--- src/rtl/lsu_access_pkg.sv ---
// Shared constants and lane helpers for the load/store access unit.
// Optional feature macro: LSU_MISALIGN_TRAP_EN (misaligned-access trap).
package lsu_access_pkg;

    typedef enum logic [1:0] {
        ST_IDLE = 2'd0,
        ST_REQ  = 2'd1,
        ST_WAIT = 2'd2
    } lsu_state_e;

    // funct3 size codes (low two bits give log2 of the access size)
    localparam logic [2:0] F3_B  = 3'b000;
    localparam logic [2:0] F3_H  = 3'b001;
    localparam logic [2:0] F3_W  = 3'b010;
    localparam logic [2:0] F3_D  = 3'b011;
    localparam logic [2:0] F3_BU = 3'b100;
    localparam logic [2:0] F3_HU = 3'b101;
    localparam logic [2:0] F3_WU = 3'b110;

    localparam logic [63:0] ZERO_WORD     = 64'd0;
    localparam logic [4:0]  NOP_REG_ADDR  = 5'd0;
    localparam logic        WRITE_DISABLE = 1'b0;

    // Clear the low log2(size) bits of the byte offset.
    function automatic logic [2:0] align_offset(input logic [2:0] f3, input logic [2:0] off);
        logic [2:0] r;
        case (f3[1:0])
            2'd0:    r = off;
            2'd1:    r = {off[2:1], 1'b0};
            2'd2:    r = {off[2], 2'b00};
            default: r = 3'b000;
        endcase
        return r;
    endfunction

    function automatic logic misaligned(input logic [2:0] f3, input logic [2:0] off);
        return off != align_offset(f3, off);
    endfunction

endpackage

--- src/rtl/lsu_access_align.sv ---
// lsu_align: combinational byte-lane steering (store mask/shift, load shift/extend).
module lsu_align
    import lsu_access_pkg::*;
#(
    parameter int XLEN = 64
) (
    input  logic [2:0]      funct3,
    input  logic [2:0]      offset,
    input  logic [XLEN-1:0] sdata,
    input  logic [XLEN-1:0] rdata,
    output logic [7:0]      wmask,
    output logic [XLEN-1:0] wdata,
    output logic [XLEN-1:0] ldata
);

    logic [5:0]      shamt;
    logic [7:0]      base_mask;
    logic [XLEN-1:0] rsh;

    assign shamt = {offset, 3'b000};

    always_comb begin
        base_mask = 8'hFF;
        case (funct3[1:0])
            2'd0:    base_mask = 8'h01;
            2'd1:    base_mask = 8'h03;
            2'd2:    base_mask = 8'h0F;
            default: base_mask = 8'hFF;
        endcase
        wmask = base_mask << offset;
        wdata = sdata << shamt;
        rsh   = rdata >> shamt;
        ldata = rsh;
        case (funct3)
            F3_B:    ldata = {{(XLEN-8){rsh[7]}}, rsh[7:0]};
            F3_H:    ldata = {{(XLEN-16){rsh[15]}}, rsh[15:0]};
            F3_W:    ldata = {{(XLEN-32){rsh[31]}}, rsh[31:0]};
            F3_BU:   ldata = {{(XLEN-8){1'b0}}, rsh[7:0]};
            F3_HU:   ldata = {{(XLEN-16){1'b0}}, rsh[15:0]};
            F3_WU:   ldata = {{(XLEN-32){1'b0}}, rsh[31:0]};
            default: ldata = rsh;
        endcase
    end

endmodule

--- src/rtl/lsu_access.sv ---
// Load/store access unit: registers execute results and runs the data-memory bus.
// Optional feature macro: LSU_MISALIGN_TRAP_EN (trap misaligned accesses instead of aligning).
module lsu_access
    import lsu_access_pkg::*;
#(
    parameter int XLEN = 64
) (
    input  logic            clk,
    input  logic            rst_n,
    input  logic            ex_valid_i,
    input  logic [4:0]      ex_wd_i,
    input  logic            ex_wreg_i,
    input  logic [XLEN-1:0] ex_wdata_i,
    input  logic            ex_is_load_i,
    input  logic            ex_is_store_i,
    input  logic [2:0]      ex_funct3_i,
    input  logic [XLEN-1:0] ex_addr_i,
    input  logic [XLEN-1:0] ex_sdata_i,
    output logic            stall_req_o,
    output logic            dmem_req_o,
    output logic            dmem_we_o,
    output logic [XLEN-1:0] dmem_addr_o,
    output logic [XLEN-1:0] dmem_wdata_o,
    output logic [7:0]      dmem_wmask_o,
    input  logic            dmem_ready_i,
    input  logic            dmem_rvalid_i,
    input  logic [XLEN-1:0] dmem_rdata_i,
    output logic            out_valid_o,
    output logic [4:0]      wd_o,
    output logic            wreg_o,
    output logic [XLEN-1:0] wdata_o,
    output logic            misalign_o,
    output logic [1:0]      dbg_state_o
);

    lsu_state_e state, state_nxt;

    logic       accept, is_mem, trap, issue;
    logic [2:0] off_eff;

    logic            lat_store;
    logic [2:0]      lat_f3;
    logic [2:0]      lat_off;
    logic [XLEN-1:0] lat_addr;
    logic [XLEN-1:0] lat_sdata;
    logic [4:0]      lat_wd;
    logic            lat_wreg;

    logic [7:0]      al_wmask;
    logic [XLEN-1:0] al_wdata;
    logic [XLEN-1:0] al_ldata;
    logic            trap_q;

    assign accept = (state == ST_IDLE) && ex_valid_i;
    assign is_mem = ex_is_load_i || ex_is_store_i;

`ifdef LSU_MISALIGN_TRAP_EN
    assign off_eff = ex_addr_i[2:0];
    assign trap    = accept && is_mem && misaligned(ex_funct3_i, ex_addr_i[2:0]);
`else
    assign off_eff = align_offset(ex_funct3_i, ex_addr_i[2:0]);
    assign trap    = 1'b0;
`endif

    assign issue = accept && is_mem && !trap;

    always_ff @(posedge clk) begin
        if (rst_n) state <= ST_IDLE;
        else       state <= state_nxt;
    end

    always_comb begin
        state_nxt = state;
        case (state)
            ST_IDLE: if (issue) state_nxt = ST_REQ;
            ST_REQ:  if (dmem_ready_i) state_nxt = lat_store ? ST_IDLE : ST_WAIT;
            ST_WAIT: if (dmem_rvalid_i) state_nxt = ST_IDLE;
            default: state_nxt = ST_IDLE;
        endcase
    end

    always_ff @(posedge clk) begin
        if (rst_n) begin
            lat_store <= 1'b0;
            lat_f3    <= 3'b000;
            lat_off   <= 3'b000;
            lat_addr  <= '0;
            lat_sdata <= '0;
            lat_wd    <= NOP_REG_ADDR;
            lat_wreg  <= WRITE_DISABLE;
        end else if (issue) begin
            lat_store <= ex_is_store_i;
            lat_f3    <= ex_funct3_i;
            lat_off   <= off_eff;
            lat_addr  <= {ex_addr_i[XLEN-1:3], 3'b000};
            lat_sdata <= ex_sdata_i;
            lat_wd    <= ex_wd_i;
            lat_wreg  <= ex_wreg_i;
        end
    end

    lsu_align #(.XLEN(XLEN)) u_align (
        .funct3 (lat_f3),
        .offset (lat_off),
        .sdata  (lat_sdata),
        .rdata  (dmem_rdata_i),
        .wmask  (al_wmask),
        .wdata  (al_wdata),
        .ldata  (al_ldata)
    );

    // Bus fields come from latched state, so they are stable for the whole REQ phase.
    assign stall_req_o  = (state != ST_IDLE);
    assign dmem_req_o   = (state == ST_REQ);
    assign dmem_we_o    = dmem_req_o && lat_store;
    assign dmem_addr_o  = dmem_req_o ? lat_addr : '0;
    assign dmem_wdata_o = dmem_we_o ? al_wdata : '0;
    assign dmem_wmask_o = dmem_we_o ? al_wmask : 8'h00;
    assign dbg_state_o  = state;
    assign misalign_o   = trap_q;

    always_ff @(posedge clk) begin
        out_valid_o <= 1'b0;
        wd_o        <= NOP_REG_ADDR;
        wreg_o      <= WRITE_DISABLE;
        wdata_o     <= '0;
        trap_q      <= 1'b0;
        if (!rst_n) begin
            if (accept && !is_mem) begin
                out_valid_o <= 1'b1;
                wd_o        <= ex_wd_i;
                wreg_o      <= ex_wreg_i;
                wdata_o     <= ex_wdata_i;
            end else if (trap) begin
                out_valid_o <= 1'b1;
                trap_q      <= 1'b1;
            end else if (state == ST_REQ && dmem_ready_i && lat_store) begin
                out_valid_o <= 1'b1;
            end else if (state == ST_WAIT && dmem_rvalid_i) begin
                out_valid_o <= 1'b1;
                wd_o        <= lat_wd;
                wreg_o      <= lat_wreg;
                wdata_o     <= al_ldata;
            end
        end
    end

endmodule

--- config.mk ---
export PLATFORM = sky130hd
export DESIGN_NAME = lsu_access
export DESIGN_NICKNAME = d
export VERILOG_FILES = /design/src/rtl/lsu_access_pkg.sv /design/src/rtl/lsu_access_align.sv /design/src/rtl/lsu_access.sv
export SDC_FILE = /design/constraint.sdc
export NUM_CORES = 1
export LEC_CHECK = 0
export CAP_MARGIN = 10
export CORE_MARGIN = 8
export CORE_UTILIZATION = 39
export DETAILED_ROUTE_END_ITERATION = 8
export PLACE_DENSITY = 0.75
export SLEW_MARGIN = 20
export SYNTH_ARGS = -nofsm -noshare
export SYNTH_HDL_FRONTEND = slang
export SYNTH_SLANG_ARGS = --single-unit
--- constraint.sdc ---
create_clock -name clk -period 4.6 [get_ports clk]
set_clock_uncertainty 0.1 [all_clocks]
set_input_delay 0.69 -clock clk [delete_from_list [all_inputs] [get_ports clk]]
set_output_delay 0.69 -clock clk [all_outputs]
set_load 0.05 [all_outputs]
==> flow_metrics.env <==
export IMPL_synth_enable_flop_cells=0
export IMPL_post_place_ws_ns=0.862
export IMPL_ctsLongestPathBuffers=3
export IMPL_slew_headroom=0.293
export IMPL_yosys_top_cells_count="346 x nand2_1, 211 x dfxtp_1, 200 x a21oi_1, 104 x nor2_1, 102 x mux2i_1"
export IMPL_cp_required_ns=3.81
export IMPL_drt_wl_total_mm=53.3
export IMPL_yosys_area_share_adder=0
export IMPL_setup_worst_path_end_class="primary output"
export IMPL_postCtsSetupBuffers=0
export IMPL_cts_hold_buf=0
export IMPL_status="complete, no violations"
export IMPL_ys_seq_area_frac=0.371
export IMPL_first_iter_violations=914
export IMPL_yosysTopAreaCellShare=0.371
export IMPL_dieArea_sq_um=34900
export IMPL_dp_hpwl_mm=40.7
export IMPL_synth_async_reset_ratio=0
export IMPL_holdPathStages=2
export IMPL_die_height_um=187
export IMPL_grtUsageTotal=0.292
export IMPL_initial_core_util=0.396
export IMPL_io_buffer_count=480
export IMPL_globalplace_congestion=0.915
export IMPL_synth_seq_cells=211
export IMPL_period_share=0.930
export IMPL_clk_latency_ns=0.53
export IMPL_grt_max_degree=110
export IMPL_synth_compound_area_share=0.207
export IMPL_cts_resized=0
export IMPL_fin_crit_ns=4.28
export IMPL_synth_ff_type="dfxtp_1"
export IMPL_crit_arrival_ns=3.49
export IMPL_start_kind="register"
export IMPL_via_per_inst=5.40
export IMPL_core_area_sq_um=28700
export IMPL_grt_pass1_wl_mm=79.7
export IMPL_fmax_mhz=234
export IMPL_max_cap_violations=0
export IMPL_cts_made_buffers=24
export IMPL_grt_ovfl_total=0
export IMPL_cts_htree_levels=1
export IMPL_cts_sinks=211
export IMPL_synthCells=1478
export IMPL_ant_nets=0
export IMPL_die_w_um=187
export IMPL_design_final_nets=2144
export IMPL_rsz0062_at_grt="no"
export IMPL_path_class="register to primary output"
export IMPL_yosys_area_share_simple=0.222
export IMPL_synth_area_sq_um=11400
export IMPL_wl_per_cell_um=23.4
export IMPL_setup_viol=0
export IMPL_power_density_nw_per_um2=285
export IMPL_grt_pass1_vias=12500
export IMPL_area_delta_synth_final_pct=52.4
export IMPL_antenna_found_initial=5
export IMPL_final_layout_size_suffix_gt1_frac=0.0878
export IMPL_slew_violations=0
export IMPL_drt_pass1_iter_count=8
export IMPL_crit_fanout=65
export IMPL_vdd_drop_max_uv=208
export IMPL_yosysMostFrequentCell="nand2_1"
export IMPL_ys_warn_count=0
export IMPL_clk_pin_slew_worst_paths_ns=0.06
export IMPL_utilization=0.604
export IMPL_placedInstanceArea_sq_um=16500
export IMPL_netlist_top_cells_area="dfxtp_1 37%, nand2_1 11%, mux2i_1 9.0%"
export IMPL_drc=0
export IMPL_setup_ws_ns=0.321
export IMPL_rows=62
export IMPL_setup_tns_final_ns=0
export IMPL_io_pin_count=485
export IMPL_root_buffer="clkbuf_16"
export IMPL_tightest_slew_ns=1.06
export IMPL_final_hold_viol_count=0
export IMPL_leakage_uw=0.00606
export IMPL_synth_top_family_by_area="simple AND/OR/NAND/NOR gates"
export IMPL_avgSynthCellArea_sq_um=7.70
export IMPL_ys_types=50
export IMPL_synth_xor_area_frac=0
export IMPL_stdcell_area_sq_um=17300
export IMPL_tritoncts="built"
export IMPL_holdCritPathClass="register to register"
export IMPL_reg2regPathDepth=7
export IMPL_muxShareOfSynthArea=0.146
export IMPL_yosysTopAreaCell="dfxtp_1"
export IMPL_n_fill_cell=2534
export IMPL_route_vias_total=12300
## final timing paths
kind,from,to,slack [ns]
worst max register to register,lat_off[2],wdata_o[16],1.24
worst max-delay path,lat_off[1],dmem_wdata_o[54],0.32
worst min-delay path,lat_addr[45],lat_addr[45],0.35
worst min register to register,lat_addr[45],lat_addr[45],0.35
## where the power goes
part | switching, uW | internal, uW | leakage, uW | total [uW]
logic | 559 | 448 | 0.00394 | 1010
clock network | 801 | 1130 | 0.000394 | 1930
registers | 83.0 | 1920 | 0.00172 | 2000
total | 1440 | 3500 | 0.00606 | 4940
## flip-flops by register name, indices dropped and copies added (netlist names), 2 cells and up
name and cells:
wdata_o 64, lat_sdata 64, lat_wd 5, lat_off 3, wd_o 5, lat_addr 61, dbg_state_o 2, lat_f3 3
## kinds of logic after synthesis
| group | after synthesis |
|---|---|
| AOI/OAI and AO/OA | 394 |
| buffers and inverters | 146 |
| DFF | 211 |
| muxes | 143 |
| other | 1 |
| and+or+nand+nor | 583 |
## layout make-up
class,count,area [sq um],area share
flip-flops and latches,211,4230,0.244
multi-input cells,1124,6610,0.381
well taps,384,480,0.0277
repair buffers,505,5180,0.299
inverters,6,22.5,0.00130
clock buffers,36,716,0.0413
diodes,5,12.5,0.000722
clock inverters,8,83.8,0.00484
## cell usage in the layout, fill, tap and decap left out, types with 9 or more instances in the layout
| cell type | instances |
|---|---|
| o2bb2ai_1 | 9 |
| buf_12 | 21 |
| mux2_2 | 24 |
| nor2_1 | 104 |
| nand3_1 | 9 |
| o21ai_1 | 27 |
| mux4_2 | 16 |
| o22ai_1 | 10 |
| clkdlybuf4s50_1 | 447 |
| nand2_1 | 345 |
| a21oi_1 | 200 |
| buf_4 | 36 |
| o21ai_0 | 58 |
| dfxtp_1 | 208 |
| clkbuf_16 | 24 |
| nor2b_1 | 18 |
| a22oi_1 | 23 |
| o31ai_2 | 13 |
| and2_1 | 80 |
| a211oi_1 | 17 |
| mux2i_1 | 102 |
## metal layers
| layer | vias up | global-route usage | routed length (um) |
|---|---|---|---|
| li1 | 5855 | - | - |
| met1 | 5796 | 0.313 | 19400 |
| met2 | 553 | 0.517 | 26900 |
| met3 | 113 | 0.0897 | 4570 |
| met4 | 0 | 0.139 | 2450 |
| met5 | - | 0 | 0 |
## critical path, stage by stage (launching register included)
cell and delay (ns):
dfxtp_4 0.91, buf_4 0.46, mux2i_1 0.16, a211oi_1 0.32, a21oi_1 0.07, nor2_1 0.12
clkdlybuf4s50_1 0.86
## metrics by stage
step | hold slack [ns] | power, uW | instances
floorplan | 0.332 | 2550 | 1481
global placement | 0.337 | 3030 | 2230
detailed placement | 0.342 | 3040 | 2230
CTS | 0.350 | 4980 | 2274
global route | 0.364 | 5130 | 2279
finish | 0.348 | 4940 | 2279
Note: power is estimated with default switching activity, not from simulation.
